--- config.mk ---
export PLATFORM = sky130hd
export DESIGN_NAME = instr_dispatcher
export DESIGN_NICKNAME = d
export VERILOG_FILES = /design/src/rtl/dispatch_pkg.sv /design/src/rtl/sync_fifo.sv /design/src/rtl/instr_dispatcher.sv
export SDC_FILE = /design/constraint.sdc
export NUM_CORES = 1
export LEC_CHECK = 0
export BUFFER_PORTS_ARGS = -buffer_cell sky130_fd_sc_hd__buf_4
export CAP_MARGIN = 20
export CORE_UTILIZATION = 40
export DETAILED_ROUTE_END_ITERATION = 8
export PLACE_DENSITY = 0.62
export RECOVER_POWER = 50
export SKIP_CTS_REPAIR_TIMING = 1
export SYNTH_ARGS = -nofsm -noshare
export SYNTH_HDL_FRONTEND = slang
export SYNTH_SLANG_ARGS = --single-unit
--- constraint.sdc ---
create_clock -name clock -period 5.2 [get_ports clock]
set_clock_uncertainty 0.1 [all_clocks]
set_input_delay 0 -clock clock [delete_from_list [all_inputs] [get_ports clock]]
set_output_delay 0 -clock clock [all_outputs]
set_load 0.05 [all_outputs]
--- src/rtl/dispatch_pkg.sv ---
// Shared encodings for the instruction dispatcher: CPU ids, ops, field positions, FSM states.
package dispatch_pkg;

    localparam logic [1:0] CPU_P0   = 2'b00;
    localparam logic [1:0] CPU_P1   = 2'b01;
    localparam logic [1:0] CPU_P3   = 2'b11;
    localparam logic [1:0] OP_READ  = 2'b01;
    localparam logic [1:0] OP_WRITE = 2'b10;

    localparam int unsigned CPU_MSB  = 31;
    localparam int unsigned CPU_LSB  = 30;
    localparam int unsigned OP_MSB   = 29;
    localparam int unsigned OP_LSB   = 28;
    localparam int unsigned TAG_MSB  = 27;
    localparam int unsigned TAG_LSB  = 16;
    localparam int unsigned DATA_MSB = 15;
    localparam int unsigned DATA_LSB = 0;

    typedef enum logic [1:0] {
        StIdle  = 2'd0,
        StIssue = 2'd1,
        StBusy  = 2'd2
    } disp_state_e;

    function automatic logic instr_is_valid(input logic [1:0] cpu, input logic [1:0] op);
        logic cpu_ok;
        logic op_ok;
        cpu_ok = (cpu == CPU_P0) || (cpu == CPU_P1) || (cpu == CPU_P3);
        op_ok  = (op == OP_READ) || (op == OP_WRITE);
        return cpu_ok && op_ok;
    endfunction

    // P3 maps onto bit 2; there is no P2 target.
    function automatic logic [2:0] cpu_onehot(input logic [1:0] cpu);
        logic [2:0] sel;
        sel = 3'b000;
        unique case (cpu)
            CPU_P0:  sel = 3'b001;
            CPU_P1:  sel = 3'b010;
            CPU_P3:  sel = 3'b100;
            default: sel = 3'b000;
        endcase
        return sel;
    endfunction

endpackage

--- src/rtl/sync_fifo.sv ---
// Synchronous FIFO with extra-MSB pointers for full/empty and a synchronous clear.
module sync_fifo #(
    parameter int unsigned WIDTH = 32,
    parameter int unsigned DEPTH = 16
) (
    input  logic                     clk_i,
    input  logic                     rst_ni,
    input  logic                     clear_i,
    input  logic                     push_i,
    input  logic [WIDTH-1:0]         data_i,
    input  logic                     pop_i,
    output logic [WIDTH-1:0]         data_o,
    output logic                     full_o,
    output logic                     empty_o,
    output logic [$clog2(DEPTH):0]   count_o
);

    localparam int unsigned AW = $clog2(DEPTH);

    logic [WIDTH-1:0] mem_q [DEPTH];
    logic [AW:0]      wr_ptr_q, wr_ptr_d;
    logic [AW:0]      rd_ptr_q, rd_ptr_d;
    logic             do_push;
    logic             do_pop;

    assign full_o  = (wr_ptr_q[AW] != rd_ptr_q[AW]) && (wr_ptr_q[AW-1:0] == rd_ptr_q[AW-1:0]);
    assign empty_o = (wr_ptr_q == rd_ptr_q);
    assign count_o = wr_ptr_q - rd_ptr_q;
    assign data_o  = mem_q[rd_ptr_q[AW-1:0]];

    // Clear dominates: a same-cycle push or pop is discarded.
    assign do_push = push_i && !full_o && !clear_i;
    assign do_pop  = pop_i && !empty_o && !clear_i;

    always_comb begin
        wr_ptr_d = wr_ptr_q;
        rd_ptr_d = rd_ptr_q;
        if (clear_i) begin
            wr_ptr_d = '0;
            rd_ptr_d = '0;
        end else begin
            if (do_push) wr_ptr_d = wr_ptr_q + 1'b1;
            if (do_pop)  rd_ptr_d = rd_ptr_q + 1'b1;
        end
    end

    always_ff @(posedge clk_i or negedge rst_ni) begin
        if (!rst_ni) begin
            wr_ptr_q <= '0;
            rd_ptr_q <= '0;
        end else begin
            wr_ptr_q <= wr_ptr_d;
            rd_ptr_q <= rd_ptr_d;
        end
    end

    always_ff @(posedge clk_i) begin
        if (do_push) mem_q[wr_ptr_q[AW-1:0]] <= data_i;
    end

endmodule

--- src/rtl/instr_dispatcher.sv ---
// Buffers loader instructions, drops malformed ones, and issues one at a time to the bus
// controller with a completion handshake, watchdog and statistics.
module instr_dispatcher
    import dispatch_pkg::*;
#(
    parameter int unsigned DEPTH   = 16,
    parameter int unsigned TIMEOUT = 255,
    parameter int unsigned CW      = 16
) (
    input  logic                     clock,
    input  logic                     reset,
    input  logic                     load_valid,
    input  logic [31:0]              load_instr,
    output logic                     load_ready,
    input  logic                     flush,
    output logic                     issue_valid,
    input  logic                     issue_ack,
    input  logic                     bus_done,
    output logic [31:0]              instruction,
    output logic [2:0]               cpu_sel,
    output logic                     is_write,
    output logic [$clog2(DEPTH):0]   fifo_count,
    output logic                     busy,
    output logic                     err_pulse,
    output logic                     timeout_pulse,
    output logic                     spurious_done,
    output logic [CW-1:0]            issued_count,
    output logic [CW-1:0]            error_count
);

    localparam int unsigned WW = (TIMEOUT < 2) ? 1 : $clog2(TIMEOUT + 1);

    disp_state_e   state_q, state_d;
    logic [31:0]   instr_q, instr_d;
    logic [2:0]    sel_q, sel_d;
    logic          wr_q, wr_d;
    logic [WW-1:0] wdog_q, wdog_d;
    logic [CW-1:0] issued_q, issued_d;
    logic [CW-1:0] error_q, error_d;
    logic          spur_q, spur_d;

    logic [31:0]   fifo_head;
    logic          fifo_full;
    logic          fifo_empty;
    logic          fifo_pop;

    sync_fifo #(
        .WIDTH (32),
        .DEPTH (DEPTH)
    ) u_fifo (
        .clk_i   (clock),
        .rst_ni  (reset),
        .clear_i (flush),
        .push_i  (load_valid),
        .data_i  (load_instr),
        .pop_i   (fifo_pop),
        .data_o  (fifo_head),
        .full_o  (fifo_full),
        .empty_o (fifo_empty),
        .count_o (fifo_count)
    );

    always_comb begin
        state_d       = state_q;
        instr_d       = instr_q;
        sel_d         = sel_q;
        wr_d          = wr_q;
        wdog_d        = wdog_q;
        issued_d      = issued_q;
        error_d       = error_q;
        spur_d        = spur_q | (bus_done && (state_q == StIdle));
        fifo_pop      = 1'b0;
        err_pulse     = 1'b0;
        timeout_pulse = 1'b0;

        unique case (state_q)
            StIdle: begin
                // A flushing FIFO has no head worth consuming this cycle.
                if (!fifo_empty && !flush) begin
                    fifo_pop = 1'b1;
                    if (instr_is_valid(fifo_head[CPU_MSB:CPU_LSB], fifo_head[OP_MSB:OP_LSB])) begin
                        instr_d = fifo_head;
                        sel_d   = cpu_onehot(fifo_head[CPU_MSB:CPU_LSB]);
                        wr_d    = (fifo_head[OP_MSB:OP_LSB] == OP_WRITE);
                        state_d = StIssue;
                    end else begin
                        err_pulse = 1'b1;
                        error_d   = error_q + CW'(1);
                    end
                end
            end
            StIssue: begin
                if (bus_done) begin
                    issued_d = issued_q + CW'(1);
                    state_d  = StIdle;
                end else if (issue_ack) begin
                    wdog_d  = WW'(1);
                    state_d = StBusy;
                end
            end
            StBusy: begin
                if (bus_done) begin
                    issued_d = issued_q + CW'(1);
                    state_d  = StIdle;
                end else if ((TIMEOUT != 0) && (wdog_q == WW'(TIMEOUT))) begin
                    timeout_pulse = 1'b1;
                    error_d       = error_q + CW'(1);
                    state_d       = StIdle;
                end else begin
                    wdog_d = wdog_q + WW'(1);
                end
            end
            default: state_d = StIdle;
        endcase
    end

    always_ff @(posedge clock or negedge reset) begin
        if (!reset) begin
            state_q  <= StIdle;
            instr_q  <= '0;
            sel_q    <= '0;
            wr_q     <= 1'b0;
            wdog_q   <= '0;
            issued_q <= '0;
            error_q  <= '0;
            spur_q   <= 1'b0;
        end else begin
            state_q  <= state_d;
            instr_q  <= instr_d;
            sel_q    <= sel_d;
            wr_q     <= wr_d;
            wdog_q   <= wdog_d;
            issued_q <= issued_d;
            error_q  <= error_d;
            spur_q   <= spur_d;
        end
    end

    assign load_ready    = !fifo_full;
    assign issue_valid   = (state_q == StIssue);
    assign busy          = (state_q != StIdle);
    assign instruction   = instr_q;
    assign cpu_sel       = sel_q;
    assign is_write      = wr_q;
    assign spurious_done = spur_q;
    assign issued_count  = issued_q;
    assign error_count   = error_q;

endmodule
==> results by group <==
Job
  – Max-cap violations: 2

CTS
  – H-tree Lvls: 2
  – CTS root buf: clkbuf_16
  – Clock sinks: 601
  – Worst-Skew Late Latency: 640 ps
  – Max Root-Sink Buffers: 3
  – CTS tree: built
  – CTS Buf Count: 59
  – Clock edge transition at the registers on the reported setup and hold paths: 60 ps

Placed design
  – DP Wirelength: 30.91 mm
  – # placed instances: 1,971
  – PortBufs: 116
  – Routability-driven placement congestion ratio: 0.7523
  – Post-place setup slack: 912.3 ps
  – Dpl cell area: 0.02549 mm²

Route
  – TritonRoute pass-1 iters: 7
  – DRC viols: 0
  – Via count: 11,440
  – Final wirelength: 50.30 mm
  – DR WL/cell: 23.72 µm
  – Initial drt markers: 1,033
  – Post-route antenna net violation count: 0
  – Drt via density: 5.394

Min path
  – Hold Crit Class: in2reg

Yosys
  – Yosys warning count: 0
  – Syn_area_per_cell: 21.24 µm²
  – Gate Count Post-Synth: 1,104
  – Netlist cell types: 41
  – #FFs+latches synth: 601
  – Mapped cell area: 0.02345 mm²
  – Async SR Flop Fraction: 14.81%
  – Part of the Yosys area used for sequential elements: 75.06%
  – Ys flop type: edfxtp_1
  – EDFF count, synth: 512
  – Post-synth net total: 1,160

Power and ir drop
  – Total power: 13.36 mW
  – Lkg Pwr: 9.098 nW
  – Pwr dens: 482.2 mW/mm²
  – Worst vdd ir: 0.3429 mV

Finish
  – Antenna diodes: 0
  – Post-route cell area: 0.02770 mm²
  – Fillers: 4,732
  – Commonest non-fill, non-tap cell in the layout: edfxtp_1
  – Fin util: 47.92%
  – Commonest non-fill, non-tap cells in the layout: 512 x edfxtp_1, 158 x mux4_2, 87 x clkbuf_1
  – Layout cells sized above 1: 27.06%
  – Area delta synth->final: 18.12%
  – Layout Nets: 1,362
  – Final Non-Filler Cells: 2,121

Worst setup path
  – Crit end category: register
  – R2R setup slack: 980 ps
  – CP arrival: 4420 ps
  – Launch point of the worst path: u_fifo.rd_ptr_q[1]
  – FF-to-FF End: u_fifo.mem_q[8][1]
  – Crit path required time: 5400 ps
  – Worst-path maximum fanout: 33
  – Crit start category: register
  – Setup CP Type: reg2reg
  – Critical R2R Launch: u_fifo.rd_ptr_q[1]
  – Critical Path End: u_fifo.mem_q[8][1]
  – R2r worst-path depth: 9

STA
  – Final Hold Vio Count: 0
  – Unrepaired setup endpoints after global routing: no
  – Slew Limit Headroom: -96.02%
  – Slew @ Worst Pin: 2940 ps
  – Max Transition Viols Final: 91
  – PnR worst setup slack: 981.1 ps
  – Fmax: 237.0 MHz
  – Final Setup Violations: 0
  – Hold WS: 94.48 ps
  – Min Tclk post-route: 4219 ps
  – Fin crit share: 81.13%
  – Setup TNS: 0 ps

Die
  – IO Count: 117
  – Chip Height: 244.1 µm
  – Initial core utilization: 40.57%
  – Row Count: 88
  – Die ar.: 0.05960 mm²
  – Core area: 0.05781 mm²
  – Die X: 244.1 µm

Global route
  – Antenna violations before repair: 1
  – Total GRT Usage: 17.21%
  – First-pass GRT wire length: 75.56 mm
  – Remaining global-route overflow: 0
  – Number of global-route vias before repair: 11,483
  – Largest net degree at the start of global routing: 61

Outcome
  – Failing checks: max-capacitance violations, max-slew violations
  – Outcome: complete, but fails checks
==> critical path, cell delays in order (launching register included) <==
cell and delay, ps:
dfrtp_4 740, clkinv_1 350, ha_1 390, nand4_1 130
nand2b_1 170, and2_1 290, nor2b_1 390, nand2_1 340
nor2_4 570, buf_4 410
==> Yosys cell counts (all sizes together), types with 16 or more instances <==
| master | instances | area share (%) |
|---|---|---|
| ha | 17 | 0.91 |
| buf | 22 | 0.62 |
| xnor2 | 28 | 1.0 |
| dfrtp | 89 | 9.5 |
| mux2 | 37 | 1.8 |
| xor2 | 17 | 0.63 |
| nand4 | 16 | 0.43 |
| nand2 | 35 | 0.56 |
| nor2 | 50 | 0.80 |
| mux4 | 158 | 15 |
| clkbuf | 25 | 0.40 |
| edfxtp | 512 | 66 |
==> kinds of logic (layout without fill, tap and decap cells) <==
family | after synthesis | after routing | synth area share [%]
flip-flops | 601 | 601 | 75.06
adder cells (fa/ha/maj) | 18 | 18 | 0.9924
AO/OA/AOI/OAI | 34 | 34 | 1.014
XOR/XNOR | 45 | 45 | 1.681
AND/OR/NAND/NOR | 144 | 144 | 2.855
buffers and inverters | 63 | 315 | 1.275
multiplexers | 199 | 199 | 17.12
==> area by class of cell <==
cell class	count	area (µm²)	area share, %
flip-flops and latches	601	17610	63.58
multi-input cells	440	5685	20.53
clock buffers	68	1540	5.561
repair buffers	188	1265	4.567
well taps	765	957.2	3.456
clock inverters	43	580.6	2.096
inverters	16	60.06	0.2168
==> sequential cells by signal, indices dropped and copies added (netlist names) <==
signal,flops
u_fifo.mem_q,512
instruction,32
error_count,16
issued_count,16
wdog_q,8
u_fifo.rd_ptr_q,5
u_fifo.wr_ptr_q,5
cpu_sel,3
state_q,2
is_write,1
spurious_done,1
==> per-layer routing <==
metal  GRT usage [%]  vias up  wire length [µm]
met2           26.14      373             22910
met5               0        -                 0
met3           3.237       62              2884
met4           3.713        0               801
li1                -     4901                 -
met1           25.88     6104             23700
==> worst min-delay path by stage <==
stage / start / to / slack (ps) / depth (start not counted)
3_5_place_dp: reset / instruction[15] / -30 / 1
6_report: bus_done / spurious_done / 90 / 3
5_1_grt: bus_done / spurious_done / 90 / 3
4_1_cts: reset / instruction[11] / -730 / 1
2_1_floorplan: reset / cpu_sel[0] / -400 / 0
3_3_place_gp: reset / instruction[15] / -40 / 1
==> report_power, final <==
part           switching (mW)  internal, mW
combinational            1.81          1.23
sequential              0.269          5.47
clock                    1.83          2.73
(Power assumes the default switching activity.)
